--- src/rtl/intc_pkg.sv ---
// Shared definitions for the interrupt controller: register addresses,
// source indices, vector layout and the FSM state type.
package intc_pkg;

    localparam logic [15:0] INTC_ADDR_IF = 16'hFF0F;
    localparam logic [15:0] INTC_ADDR_IE = 16'hFFFF;

    localparam int unsigned SRC_VBLANK = 0;
    localparam int unsigned SRC_STAT   = 1;
    localparam int unsigned SRC_TIMER  = 2;
    localparam int unsigned SRC_SERIAL = 3;
    localparam int unsigned SRC_JOYPAD = 4;

    localparam logic [7:0]  VEC_BASE   = 8'h40;
    localparam int unsigned VEC_STRIDE = 8;

    typedef enum logic [1:0] {
        StIdle,
        StPend,
        StAck
    } intc_state_t;

    // Vector address for a given source index.
    function automatic logic [7:0] intc_vec(input int unsigned idx);
        return VEC_BASE + 8'(idx * VEC_STRIDE);
    endfunction

endpackage

--- src/rtl/intc_prio_enc.sv ---
// Fixed-priority encoder: lowest set index of the pending vector wins.
module intc_prio_enc
    import intc_pkg::*;
#(
    parameter int unsigned NUM_SRC = 5,
    localparam int unsigned IdxW   = (NUM_SRC > 1) ? $clog2(NUM_SRC) : 1
) (
    input  logic [NUM_SRC-1:0] pend,
    output logic               valid,
    output logic [IdxW-1:0]    idx,
    output logic [7:0]         vec
);

    // Scan from the top so the lowest set index is the last one written.
    always_comb begin
        valid = 1'b0;
        idx   = '0;
        for (int i = NUM_SRC - 1; i >= 0; i--) begin
            if (pend[i]) begin
                valid = 1'b1;
                idx   = IdxW'(i);
            end
        end
        vec = intc_vec(32'(idx));
    end

endmodule

--- src/rtl/intc.sv ---
// Interrupt controller: holds IF/IE, latches peripheral requests, arbitrates
// and hands a single request plus vector to the CPU.
// Build option: INTC_EDGE_DETECT_EN makes requests latch on 0->1 transitions
// only; without it every high cycle of a request latches and is acknowledged.
module intc
    import intc_pkg::*;
#(
    parameter int unsigned NUM_SRC = 5
) (
    input  logic               clk,
    input  logic               rst_n,
    input  logic [15:0]        a,
    input  logic [7:0]         din,
    output logic [7:0]         dout,
    input  logic               rd,
    input  logic               wr,
    input  logic [NUM_SRC-1:0] int_req,
    output logic [NUM_SRC-1:0] int_ack,
    output logic               cpu_int_req,
    output logic [7:0]         cpu_int_vec,
    input  logic               cpu_int_ack
);

    localparam int unsigned IdxW = (NUM_SRC > 1) ? $clog2(NUM_SRC) : 1;

    logic [NUM_SRC-1:0] if_q, if_d;
    logic [7:0]         ie_q, ie_d;
    logic [NUM_SRC-1:0] int_ack_q;
    logic [NUM_SRC-1:0] latch;
    logic [NUM_SRC-1:0] pend;
    logic               if_wr, ie_wr, ack_clear;
    logic               enc_valid;
    logic [IdxW-1:0]    enc_idx;
    logic [7:0]         enc_vec;
    intc_state_t        state_q;
    logic               cpu_int_req_q;
    logic [7:0]         vec_hold_q;

`ifdef INTC_EDGE_DETECT_EN
    logic [NUM_SRC-1:0] req_hist_q;

    // Request history for rising-edge detection.
    always_ff @(posedge clk or negedge rst_n) begin
        if (!rst_n) req_hist_q <= '0;
        else        req_hist_q <= int_req;
    end

    assign latch = int_req & ~req_hist_q;
`else
    assign latch = int_req;
`endif

    assign if_wr     = wr && (a == INTC_ADDR_IF);
    assign ie_wr     = wr && (a == INTC_ADDR_IE);
    assign pend      = if_q & ie_q[NUM_SRC-1:0];
    assign ack_clear = (state_q == StPend) && enc_valid && cpu_int_ack;

    intc_prio_enc #(
        .NUM_SRC (NUM_SRC)
    ) u_prio_enc (
        .pend  (pend),
        .valid (enc_valid),
        .idx   (enc_idx),
        .vec   (enc_vec)
    );

    // IF update order: CPU write, then acknowledge clear, then peripheral sets.
    always_comb begin
        if_d = if_q;
        if (if_wr) begin
            if_d = din[NUM_SRC-1:0];
        end
        if (ack_clear) begin
            if_d[enc_idx] = 1'b0;
        end
        if_d = if_d | latch;
        ie_d = ie_wr ? din : ie_q;
    end

    // IF, IE and the one-cycle peripheral acknowledge.
    always_ff @(posedge clk or negedge rst_n) begin
        if (!rst_n) begin
            if_q      <= '0;
            ie_q      <= '0;
            int_ack_q <= '0;
        end else begin
            if_q      <= if_d;
            ie_q      <= ie_d;
            int_ack_q <= latch;
        end
    end

    // Service FSM; vec_hold_q keeps the last winner shown while in PEND.
    always_ff @(posedge clk or negedge rst_n) begin
        if (!rst_n) begin
            state_q       <= StIdle;
            cpu_int_req_q <= 1'b0;
            vec_hold_q    <= 8'h00;
        end else begin
            unique case (state_q)
                StIdle: begin
                    if (enc_valid) begin
                        state_q       <= StPend;
                        cpu_int_req_q <= 1'b1;
                    end
                end
                StPend: begin
                    if (enc_valid) begin
                        vec_hold_q <= enc_vec;
                    end
                    if (!enc_valid) begin
                        state_q       <= StIdle;
                        cpu_int_req_q <= 1'b0;
                    end else if (cpu_int_ack) begin
                        state_q       <= StAck;
                        cpu_int_req_q <= 1'b0;
                    end
                end
                StAck: begin
                    state_q       <= StIdle;
                    cpu_int_req_q <= 1'b0;
                end
                default: begin
                    state_q       <= StIdle;
                    cpu_int_req_q <= 1'b0;
                end
            endcase
        end
    end

    // Register read-back; unimplemented IF bits read as 1.
    always_comb begin
        dout = 8'hFF;
        if (rd && (a == INTC_ADDR_IF)) begin
            for (int i = 0; i < NUM_SRC; i++) begin
                dout[i] = if_q[i];
            end
        end else if (rd && (a == INTC_ADDR_IE)) begin
            dout = ie_q;
        end
    end

    assign int_ack     = int_ack_q;
    assign cpu_int_req = cpu_int_req_q;
    // Live winner while pending so a higher-priority arrival pre-empts at once.
    assign cpu_int_vec = ((state_q == StPend) && enc_valid) ? enc_vec : vec_hold_q;

endmodule

--- config.mk ---
export PLATFORM = sky130hd
export DESIGN_NAME = intc
export DESIGN_NICKNAME = d
export VERILOG_FILES = /design/src/rtl/intc_pkg.sv /design/src/rtl/intc_prio_enc.sv /design/src/rtl/intc.sv
export SDC_FILE = /design/constraint.sdc
export NUM_CORES = 1
export LEC_CHECK = 0
export BUFFER_PORTS_ARGS = -buffer_cell sky130_fd_sc_hd__buf_2
export CORE_MARGIN = 3
export CORE_UTILIZATION = 49
export CTS_BUF_LIST = sky130_fd_sc_hd__clkbuf_8
export CTS_CLUSTER_DIAMETER = 50
export DETAILED_ROUTE_END_ITERATION = 16
export PLACE_DENSITY_LB_ADDON = 0.3
export SLEW_MARGIN = 40
export SYNTH_ARGS = -nofsm -noshare
export SYNTH_HDL_FRONTEND = slang
export SYNTH_HIERARCHICAL = 1
export SYNTH_SLANG_ARGS = --single-unit
--- constraint.sdc ---
create_clock -name clk -period 2.63 [get_ports clk]
set_clock_uncertainty 0.05 [all_clocks]
set_input_delay 0.263 -clock clk [delete_from_list [all_inputs] [get_ports clk]]
set_output_delay 0.263 -clock clk [all_outputs]
set_load 0.01 [all_outputs]
==> results of run 1 <==
-- stage by stage --
step	utilization (%)	setup slack [ns]	hold slack (ns)	std cells	power, mW
floorplan	-	0.4860	-0.08259	122	0.4692
detailed placement	63.45	0.3889	0.2543	199	0.5089
CTS	66.62	0.1316	0.06539	204	0.8435
global route	66.62	0.01297	0.05399	204	0.8778
global placement	63.45	0.4419	0.2468	199	0.5068
finish	66.62	0.1448	0.07765	204	0.8339
-- power groups by stage --
| stage | Clock, mW | Sequential, mW | Combinational, mW |
|---|---|---|---|
| after floorplan | 0 | 0.450 | 0.0188 |
| after global placement | 0 | 0.448 | 0.0590 |
| after detailed placement | 0 | 0.448 | 0.0610 |
| after CTS | 0.342 | 0.440 | 0.0625 |
| after global routing | 0.367 | 0.441 | 0.0698 |
| final | 0.333 | 0.439 | 0.0617 |
-- critical path, delay by kind of cell (launching register included) --
| kind | cells | cell delay, ns |
|---|---|---|
| simple gates | 4 | 0.97 |
| buf+inv | 1 | 0.14 |
| flops | 1 | 0.40 |
| mux | 1 | 0.39 |
-- flip-flops by register name (all words and copies together), names as in the netlist --
register	cells
cpu_int_req	1
int_ack	5
ie_q	8
state_q	1
vec_hold_q	8
if_q	5
-- layout make-up --
type                       count  area, um2
clock inverter                 1      30.03
tap                           30      37.54
timing repair buffer          56      285.3
sequential                    28      700.7
multi-input combinational     82      600.6
fill                         222      857.1
clock buffer                   3      41.29
inverter                       4      15.01
-- kinds of logic after synthesis --
family                 Yosys count
AO/OA/AOI/OAI                   12
buffers and inverters           12
flip-flops                      28
multiplexers                    16
other                            2
AND/OR/NAND/NOR                 49
-- placed cells by master (no fill, tap or decap), drive strengths merged --
| master | n |
|---|---|
| buf | 55 |
| dfrtp | 28 |
| mux2 | 16 |
| nor2 | 9 |
| and2 | 7 |
| nand2 | 6 |
| o22a | 5 |
| conb | 5 |
| inv | 4 |
| nand4 | 4 |
| nand3 | 4 |
| o311a | 4 |
| nor3 | 4 |
| nand3b | 3 |
| or2 | 3 |
| nand2b | 3 |
| clkbuf | 3 |
| a21oi | 2 |
| or4 | 1 |
| nand4b | 1 |
| nor3b | 1 |
| or4b | 1 |
| and4 | 1 |
| a311o | 1 |
| bufinv | 1 |
| dlygate4sd3 | 1 |
| nor4 | 1 |
-- repair_timing --
item / in CTS / in global routing
hold endpoints to repair: 28 / 0
hold buffers: 1 / 0
setup endpoints to repair: 0 / 0
-- routing by layer --
layer / up-vias / track usage (%)
met5: - / 0
met1: 500 / 21.63
li1: 528 / -
met4: 0 / 4.854
met3: 4 / 5.263
met2: 31 / 33.60
-- final timing paths --
path,depth (start not counted),slack (ns),start,endpoint
worst max-delay path,6,0.14,if_q[0],cpu_int_vec[4]
worst min-delay path,1,0.08,int_req[4],int_ack[4]
worst max register to register,6,0.34,if_q[0],if_q[4]
worst min register to register,1,0.45,vec_hold_q[2],vec_hold_q[2]
max in group asynchronous,2,1.67,rst_n,vec_hold_q[5]
min in group asynchronous,2,0.47,rst_n,ie_q[0]
==> run_results.csv, run 1 <==
group,metric,value,unit
grt,grt-ovfl-total,0,
critical_path,cp_max_fo,8,
pwr,p_seq_share,52.7,%
clock_tree,cts.sink_count,28,
grt,grt_usage,18.68,%
clock_tree,clockRootBuffer,"clkbuf_8",
timing,finalSetupViolations,0,
critical_path,slowest_stage,"dfrtp_1",
clock_tree,ctsLongestPathBuffers,2,
clock_tree,cts_tree,"yes",
pwr,combPwrFrac,7.4,%
drt,drt-initial-drc-count,12,
pwr,swShare,19.57,%
place,dp_hpwl,2.340,mm
timing,rsz0062_at_grt,"no",
pwr,clockPowerShare,39.9,%
synth,synthSimpleGateAreaFrac,21.81,%
critical_path,worstSetupEndpointType,"output port",
pwr,p_leak,0.8388,nW
die,core,2567,um2
drt,wl,2.914,mm
drt,wl_per_cell,14.28,um
drt,met1Wirelength,1.174,mm
clock_tree,clk_latency,0.27,ns
timing,fmax,402.4,MHz
die,pin_count,56,
layout,drive_gt1_share,46.55,%
pwr,p_per_area,487.5,nW/um2
drt,postRouteAntennaNets,0,
synth,synth_top_cell_by_area,"dfrtp_1",
critical_path,cp.required,2.32,ns
clock_tree,ctsResizeCount,0,
synth,ys_top_cells_by_area,"dfrtp_1 (51%), mux2_2 (13%), buf_4 (4.4%), and2_1 (3.2%), o22a_1 (3.2%)",
drt,highest_layer,"met4",
grt,grt_start_max_net_pins,29,
layout,synthToLayoutAreaGrowth,25.30,%
critical_path,worst-endpoint-arrival,2.17,ns
die,die_w,58.78,um
synth,synth_compound_area_share,7.608,%
place,portBuffers,55,
drt,vias_per_cell,5.211,
synth,avgSynthCellArea,11.47,um2
timing,period_share,94.50,%
grt,grt_pass1_wl,4.850,mm
die,row_count,18,
critical_path,cp_cell_sequence,"and2_1 > nor4_2 > nand2b_1 > nand3b_1 > mux2_2 > buf_2",
timing,tns,0,ns
synth,synthMuxAreaShare,13.20,%
synth,synth_edf_count,0,
critical_path,slowest_delay,0.40,ns
clock_tree,clkTransAtPathRegs,0.09,ns
place,place_area,1629,um2
clock_tree,cts_buffers,3,
critical_path,startpoint_type,"flip-flop",
synth,synthCells,119,
timing,fin_crit,2.485,ns
synth,synth_ff_type,"dfrtp_1",
layout,nets,209,
clock_tree,cts_setup_buffers,0,
pwr,power.switching,163.2,uW
critical_path,worstSetupPathType,"flip-flop to output port",
timing,worstMarginPinSlew,0.5931,ns
run,maxCapViolCount,0,
synth,syn-cell-area,1365,um2
synth,ys_warn_count,6,
die,initial_core_util,53.17,%
drt,dr.pass1.iters,4,
drt,num_vias,1063,
synth,async_flop_share,100.0,%
drt,wl_met3,192,um
drt,met2_length,1.515,mm
die,die_h,58.78,um
pwr,p_int,670.7,uW
min_path,hp-class,"input pin to flip-flop",
timing,slew_viol_final,0,
synth,synth-seq-area-share,51.33,%
grt,grt_pass1_vias,1123,
synth,yosysMostFrequentCell,"dfrtp_1",
synth,synth_adder_area_share,0,%
timing,slew_headroom,60.46,%
grt,antenna_found_initial,0,
synth,ys_types,25,
layout,antennaDiodeCount,0,
outcome,outcome,"completed",
pwr,peakVddDrop,686.1,uV
die,dieArea,3455,um2
place,routabilityCongestion,0.8268,
synth,synth_xor_xnor_area_share,0,%
layout,post-route-cell-area,1710,um2
synth,synth_top_area_share,51.33,%
drt,drc,0,
synth,synth_top_family_by_area,"simple AND/OR/NAND/NOR gates",
clock_tree,htreeDepth,1,
timing,hold_violations,0,
synth,ys_ff_latch,28,
synth,netlist_top_cells_count,"dfrtp_1 (28), mux2_2 (16), nor2_1 (9)",
No activity file was read; power rests on OpenSTA's default activity.
==> run 2, diff against run 1 <==
--- a/config.mk
+++ b/config.mk
@@ -6,11 +6,13 @@
 export NUM_CORES = 1
 export LEC_CHECK = 0
 export BUFFER_PORTS_ARGS = -buffer_cell sky130_fd_sc_hd__buf_2
+export CORE_ASPECT_RATIO = 1.5
 export CORE_MARGIN = 3
 export CORE_UTILIZATION = 49
 export CTS_BUF_LIST = sky130_fd_sc_hd__clkbuf_8
 export CTS_CLUSTER_DIAMETER = 50
 export DETAILED_ROUTE_END_ITERATION = 16
+export GPL_TIMING_DRIVEN = 0
 export PLACE_DENSITY_LB_ADDON = 0.3
 export SLEW_MARGIN = 40
 export SYNTH_ARGS = -nofsm -noshare
==> run 2 against run 1 <==
Compared with the run above: non-clock buffer count is 8 higher; total power is 8.7% lower; maximum frequency shrank 0.95%; cell area increased by 3.0%; critical path type unchanged; critical endpoint is now cpu_int_vec[5].
==> run_results.csv, run 2 (same netlist as run 1, synthesis figures left out) <==
group,metric,value,unit
die,die_h,70.65,um
pwr,p_int,605.1,uW
die,core,2560,um2
drt,wl,3.011,mm
place,dp_hpwl,2.391,mm
run,maxCapViolCount,0,
pwr,peakVddDrop,329.4,uV
grt,grt_pass1_wl,4.919,mm
drt,wl_per_cell,13.81,um
pwr,p_per_area,431.9,nW/um2
layout,layout_commonest_cell,"buf_2",
timing,slew_viol_final,0,
outcome,outcome,"completed",
layout,antennaDiodeCount,0,
timing,slew_headroom,59.56,%
grt,grt_pass1_vias,1165,
die,dieArea,3468,um2
drt,postRouteAntennaNets,0,
critical_path,startpoint_type,"flip-flop",
pwr,p_seq_share,57.8,%
min_path,min-delay-start,"int_req[4]",
drt,num_vias,1125,
place,routabilityCongestion,0.7934,
timing,finalSetupViolations,0,
clock_tree,clockRootBuffer,"clkbuf_8",
layout,instances_no_fill,218,
critical_path,cp_max_fo,8,
layout,post-route-util,68.82,%
pwr,p_leak,0.8743,nW
clock_tree,clk_latency,0.26,ns
timing,tns,0,ns
clock_tree,ctsLongestPathBuffers,2,
place,dp_slack,0.3608,ns
critical_path,worst-endpoint-arrival,2.20,ns
layout,nets,217,
timing,fmax,398.5,MHz
layout,synthToLayoutAreaGrowth,29.06,%
timing,rsz0062_at_grt,"no",
layout,reg.largest.list,"ie_q (8), vec_hold_q (8)",
layout,mostFrequentLayoutCells,"buf_2 (55), dfrtp_1 (28), mux2_2 (16)",
critical_path,startpoint,"if_q[0]",
drt,drt-initial-drc-count,13,
place,placedCellCount,213,
critical_path,r2r_slack,0.29,ns
pwr,power.switching,155.8,uW
pwr,swShare,20.48,%
critical_path,worstSetupEndpointType,"output port",
drt,vias_per_cell,5.161,
pwr,combPwrFrac,8.9,%
timing,setup_ws,0.1208,ns
timing,hold_violations,0,
timing,period_share,95.41,%
critical_path,r2r_start,"if_q[0]",
clock_tree,htreeDepth,1,
critical_path,worstSetupPathType,"flip-flop to output port",
timing,fin_crit,2.509,ns
clock_tree,cts.sink_count,28,
min_path,hp-class,"input pin to flip-flop",
layout,fillers,213,
grt,grt-ovfl-total,0,
die,die_w,49.10,um
drt,drc,0,
grt,antenna_found_initial,0,
critical_path,cp.required,2.32,ns
clock_tree,cts_tree,"yes",
die,initial_core_util,53.32,%
layout,drive_gt1_share,48.90,%
grt,grt_usage,17.62,%
clock_tree,clkTransAtPathRegs,0.09,ns
die,pin_count,56,
pwr,clockPowerShare,33.4,%
grt,grt_start_max_net_pins,29,
drt,dr.pass1.iters,4,
place,portBuffers,55,
clock_tree,ctsResizeCount,0,
timing,worstMarginPinSlew,0.6066,ns
die,row_count,22,
clock_tree,cts_buffers,3,
## run 2: cell types whose count changed in the layout (fill, tap and decap cells not counted), sizes merged
cell	previous run	this run
bufinv	1	0
buf	55	63
clkbuf	3	4
## run 2: routing by layer
| metal | global-route usage, % | vias to the layer above | routed length, um |
|---|---|---|---|
| met5 | 0 | - | 0 |
| met4 | 6.646 | 0 | 17 |
| met3 | 3.158 | 2 | 142 |
| met2 | 34.78 | 37 | 1751 |
| met1 | 17.62 | 545 | 1101 |
| li1 | - | 541 | - |
## run 2: area by class of cell
class / count / area (um2) / share of cell area, %
tap: 36 / 45.04 / 2.557
timing repair buffer: 56 / 285.3 / 16.19
sequential: 28 / 700.7 / 39.77
inverter: 4 / 15.01 / 0.8523
buffer: 8 / 60.06 / 3.409
multi-input combinational: 82 / 600.6 / 34.09
clock buffer: 4 / 55.05 / 3.125
## run 2: worst max-delay path, cell delays in order (launching register included)
cell and delay [ns]:
dfrtp_1 0.40, and2_1 0.21, nor4_2 0.31, nand2b_1 0.14, nand3b_1 0.33, mux2_2 0.40
buf_2 0.14
## run 2: what timing repair did
action	in CTS	in global routing
hold buffers	1	0
setup buffers	0	0
setup endpoints to repair	0	0
endpoints found under the hold margin	28	0
## run 2: through the flow
step                      hold slack, ns  area, um2  total power, mW
after floorplan                 -0.08259       1376           0.4692
after global placement            0.2473       1697           0.5117
after detailed placement          0.2551       1697           0.5151
after CTS                        0.05998       1762           0.7746
after global routing             0.05990       1762           0.7998
final                            0.06964       1762           0.7610
## run 2: power groups by stage
stage	combinational (mW)	clock [mW]	sequential, mW
finish	0.0675	0.254	0.440
global route	0.0758	0.283	0.440
CTS	0.0680	0.267	0.440
detailed placement	0.0667	0	0.448
global placement	0.0639	0	0.448
floorplan	0.0188	0	0.450
## run 2: final timing paths
path / end / cells past startpoint
min in group asynchronous: vec_hold_q[2] / 2
hold reg to reg: vec_hold_q[3] / 1
setup / recovery: cpu_int_vec[5] / 6
max in group asynchronous: ie_q[6] / 2
setup reg to reg: if_q[4] / 6
hold / removal: int_ack[4] / 1
==> run 3, diff against run 2 <==
--- a/config.mk
+++ b/config.mk
@@ -13,7 +13,7 @@
 export CTS_CLUSTER_DIAMETER = 50
 export DETAILED_ROUTE_END_ITERATION = 16
 export GPL_TIMING_DRIVEN = 0
-export PLACE_DENSITY_LB_ADDON = 0.3
+export PLACE_DENSITY = 0.81
 export SLEW_MARGIN = 40
 export SYNTH_ARGS = -nofsm -noshare
 export SYNTH_HDL_FRONTEND = slang
==> run 3 against run 2 <==
Compared with the run above: utilization grew 1.2 points; critical path depth is the same; critical path type unchanged; first-iteration DRC count grew 23%; largest cell class unchanged; clock-buffer cell count shrank 1; global-route usage shrank 0.72 points.
==> run_results.csv, run 3 (same netlist as run 1, synthesis figures left out) <==
group,metric,value,unit
clock_tree,clk_latency,0.27,ns
grt,grt_pass1_wl,4.864,mm
die,core,2560,um2
layout,drive_gt1_share,49.46,%
drt,dr.pass1.iters,4,
critical_path,cp_max_fo,6,
drt,wl,2.805,mm
timing,worstMarginPinSlew,0.5967,ns
layout,layout_commonest_cell,"buf_2",
timing,slew_viol_final,0,
grt,grt_usage,16.90,%
clock_tree,clkTransAtPathRegs,0.09,ns
die,row_count,22,
die,die_w,49.10,um
drt,drt-initial-drc-count,16,
layout,reg.largest.list,"ie_q (8), vec_hold_q (8)",
layout,mostFrequentLayoutCells,"buf_2 (55), dfrtp_1 (28), mux2_2 (16)",
timing,period_share,91.93,%
clock_tree,cts_tree,"yes",
pwr,p_leak,0.8895,nW
drt,wl_per_cell,12.75,um
min_path,hp-class,"input pin to flip-flop",
die,die_h,70.65,um
drt,num_vias,1133,
timing,fin_crit,2.418,ns
timing,hold_violations,0,
grt,grt_start_max_net_pins,29,
timing,tns,0,ns
die,initial_core_util,53.32,%
timing,rsz0062_at_grt,"no",
critical_path,r2r_start,"if_q[0]",
pwr,p_total,837.7,uW
die,pin_count,56,
die,dieArea,3468,um2
clock_tree,clockRootBuffer,"clkbuf_8",
critical_path,r2r_slack,0.32,ns
grt,antenna_found_initial,0,
place,dp_hpwl,2.281,mm
drt,postRouteAntennaNets,0,
drt,vias_per_cell,5.150,
clock_tree,cts.sink_count,28,
clock_tree,cts_buffers,3,
place,routabilityCongestion,0.8323,
timing,finalSetupViolations,0,
critical_path,startpoint_type,"flip-flop",
grt,grt-ovfl-total,0,
critical_path,worstSetupPathType,"flip-flop to output port",
pwr,peakVddDrop,295.2,uV
critical_path,worst_r2r_endpoint,"if_q[4]",
grt,grt_pass1_vias,1224,
pwr,p_per_area,467.2,nW/um2
drt,drc,0,
run,maxCapViolCount,0,
layout,nets,219,
layout,synthToLayoutAreaGrowth,31.35,%
clock_tree,ctsResizeCount,0,
critical_path,cp.required,2.32,ns
place,portBuffers,55,
critical_path,worst-endpoint-arrival,2.10,ns
layout,antennaDiodeCount,0,
timing,slew_headroom,60.22,%
min_path,worstHoldEndpoint,"int_ack[4]",
critical_path,worst_r2r_path_depth,6,
outcome,outcome,"completed",
timing,fmax,413.6,MHz
critical_path,worstSetupEndpointType,"output port",
min_path,min_delay_path_depth,1,
clock_tree,htreeDepth,1,
clock_tree,ctsLongestPathBuffers,2,
min_path,min-delay-start,"int_req[4]",
[run 3: changes by cell type in the layout (fill, tap and decap cells not counted)]
cell       before  now
bufinv_16       0    1
buf_4           8   10
clkbuf_8        4    3
[run 3: power by group]
part | internal [mW] | leakage (nW) | total (mW) | switching, mW
clock network | 0.204 | 0.0357 | 0.331 | 0.128
logic | 0.0337 | 0.512 | 0.0665 | 0.0328
registers | 0.438 | 0.342 | 0.440 | 0.00188
[run 3: critical path, stage by stage, from the launching register on]
cell and delay, ns:
dfrtp_1 0.40, and2_1 0.20, nor4_2 0.32, nand2b_1 0.15
nand3b_1 0.25, mux2_2 0.38, buf_2 0.14
[run 3: worst max path at each step]
stage / cells after the start / end / slack (ns) / start
2_1_floorplan: 6 / if_q[4] / 0.49 / if_q[0]
3_3_place_gp: 6 / if_q[4] / 0.35 / if_q[0]
3_5_place_dp: 6 / if_q[4] / 0.34 / if_q[0]
4_1_cts: 6 / cpu_int_vec[6] / 0.07 / if_q[0]
5_1_grt: 6 / cpu_int_vec[4] / 0.05 / if_q[0]
6_report: 6 / cpu_int_vec[3] / 0.21 / if_q[0]
[run 3: area by class of cell]
| cell class | count | area, um2 |
|---|---|---|
| Fill cell | 206 | 767.0 |
| Sequential cell | 28 | 700.7 |
| Multi-Input combinational cell | 82 | 600.6 |
| Timing Repair Buffer | 58 | 300.3 |
| Buffer | 8 | 60.06 |
| Tap cell | 36 | 45.04 |
| Clock buffer | 3 | 41.29 |
| Clock inverter | 1 | 30.03 |
| Inverter | 4 | 15.01 |
[run 3: metal layers]
layer	track usage [%]	part of all wire, %	vias to the layer above
met1	18.80	40	534
li1	-	-	544
met5	0	0	-
met3	1.474	5.8	2
met2	33.28	53	53
met4	4.430	0.50	0
[run 3: stage by stage]
| step | hold slack, ns | utilization [%] | worst slack, ns | std cells | cell area [um2] |
|---|---|---|---|---|---|
| 6_report | 0.05992 | 70.04 | 0.2122 | 220 | 1793 |
| 5_1_grt | 0.04978 | 70.04 | 0.04729 | 220 | 1793 |
| 4_1_cts | 0.05457 | 69.45 | 0.06966 | 218 | 1778 |
| 3_5_place_dp | 0.2616 | 66.28 | 0.3438 | 213 | 1697 |
| 3_3_place_gp | 0.2552 | 66.28 | 0.3492 | 213 | 1697 |
| 2_1_floorplan | -0.08259 | - | 0.4860 | 122 | 1376 |
[run 3: what timing repair did]
action / CTS / global route
setup buffers: 0 / 2
setup endpoints to repair: 0 / 4
endpoints found under the hold margin: 28 / 0
hold buffers: 1 / 0
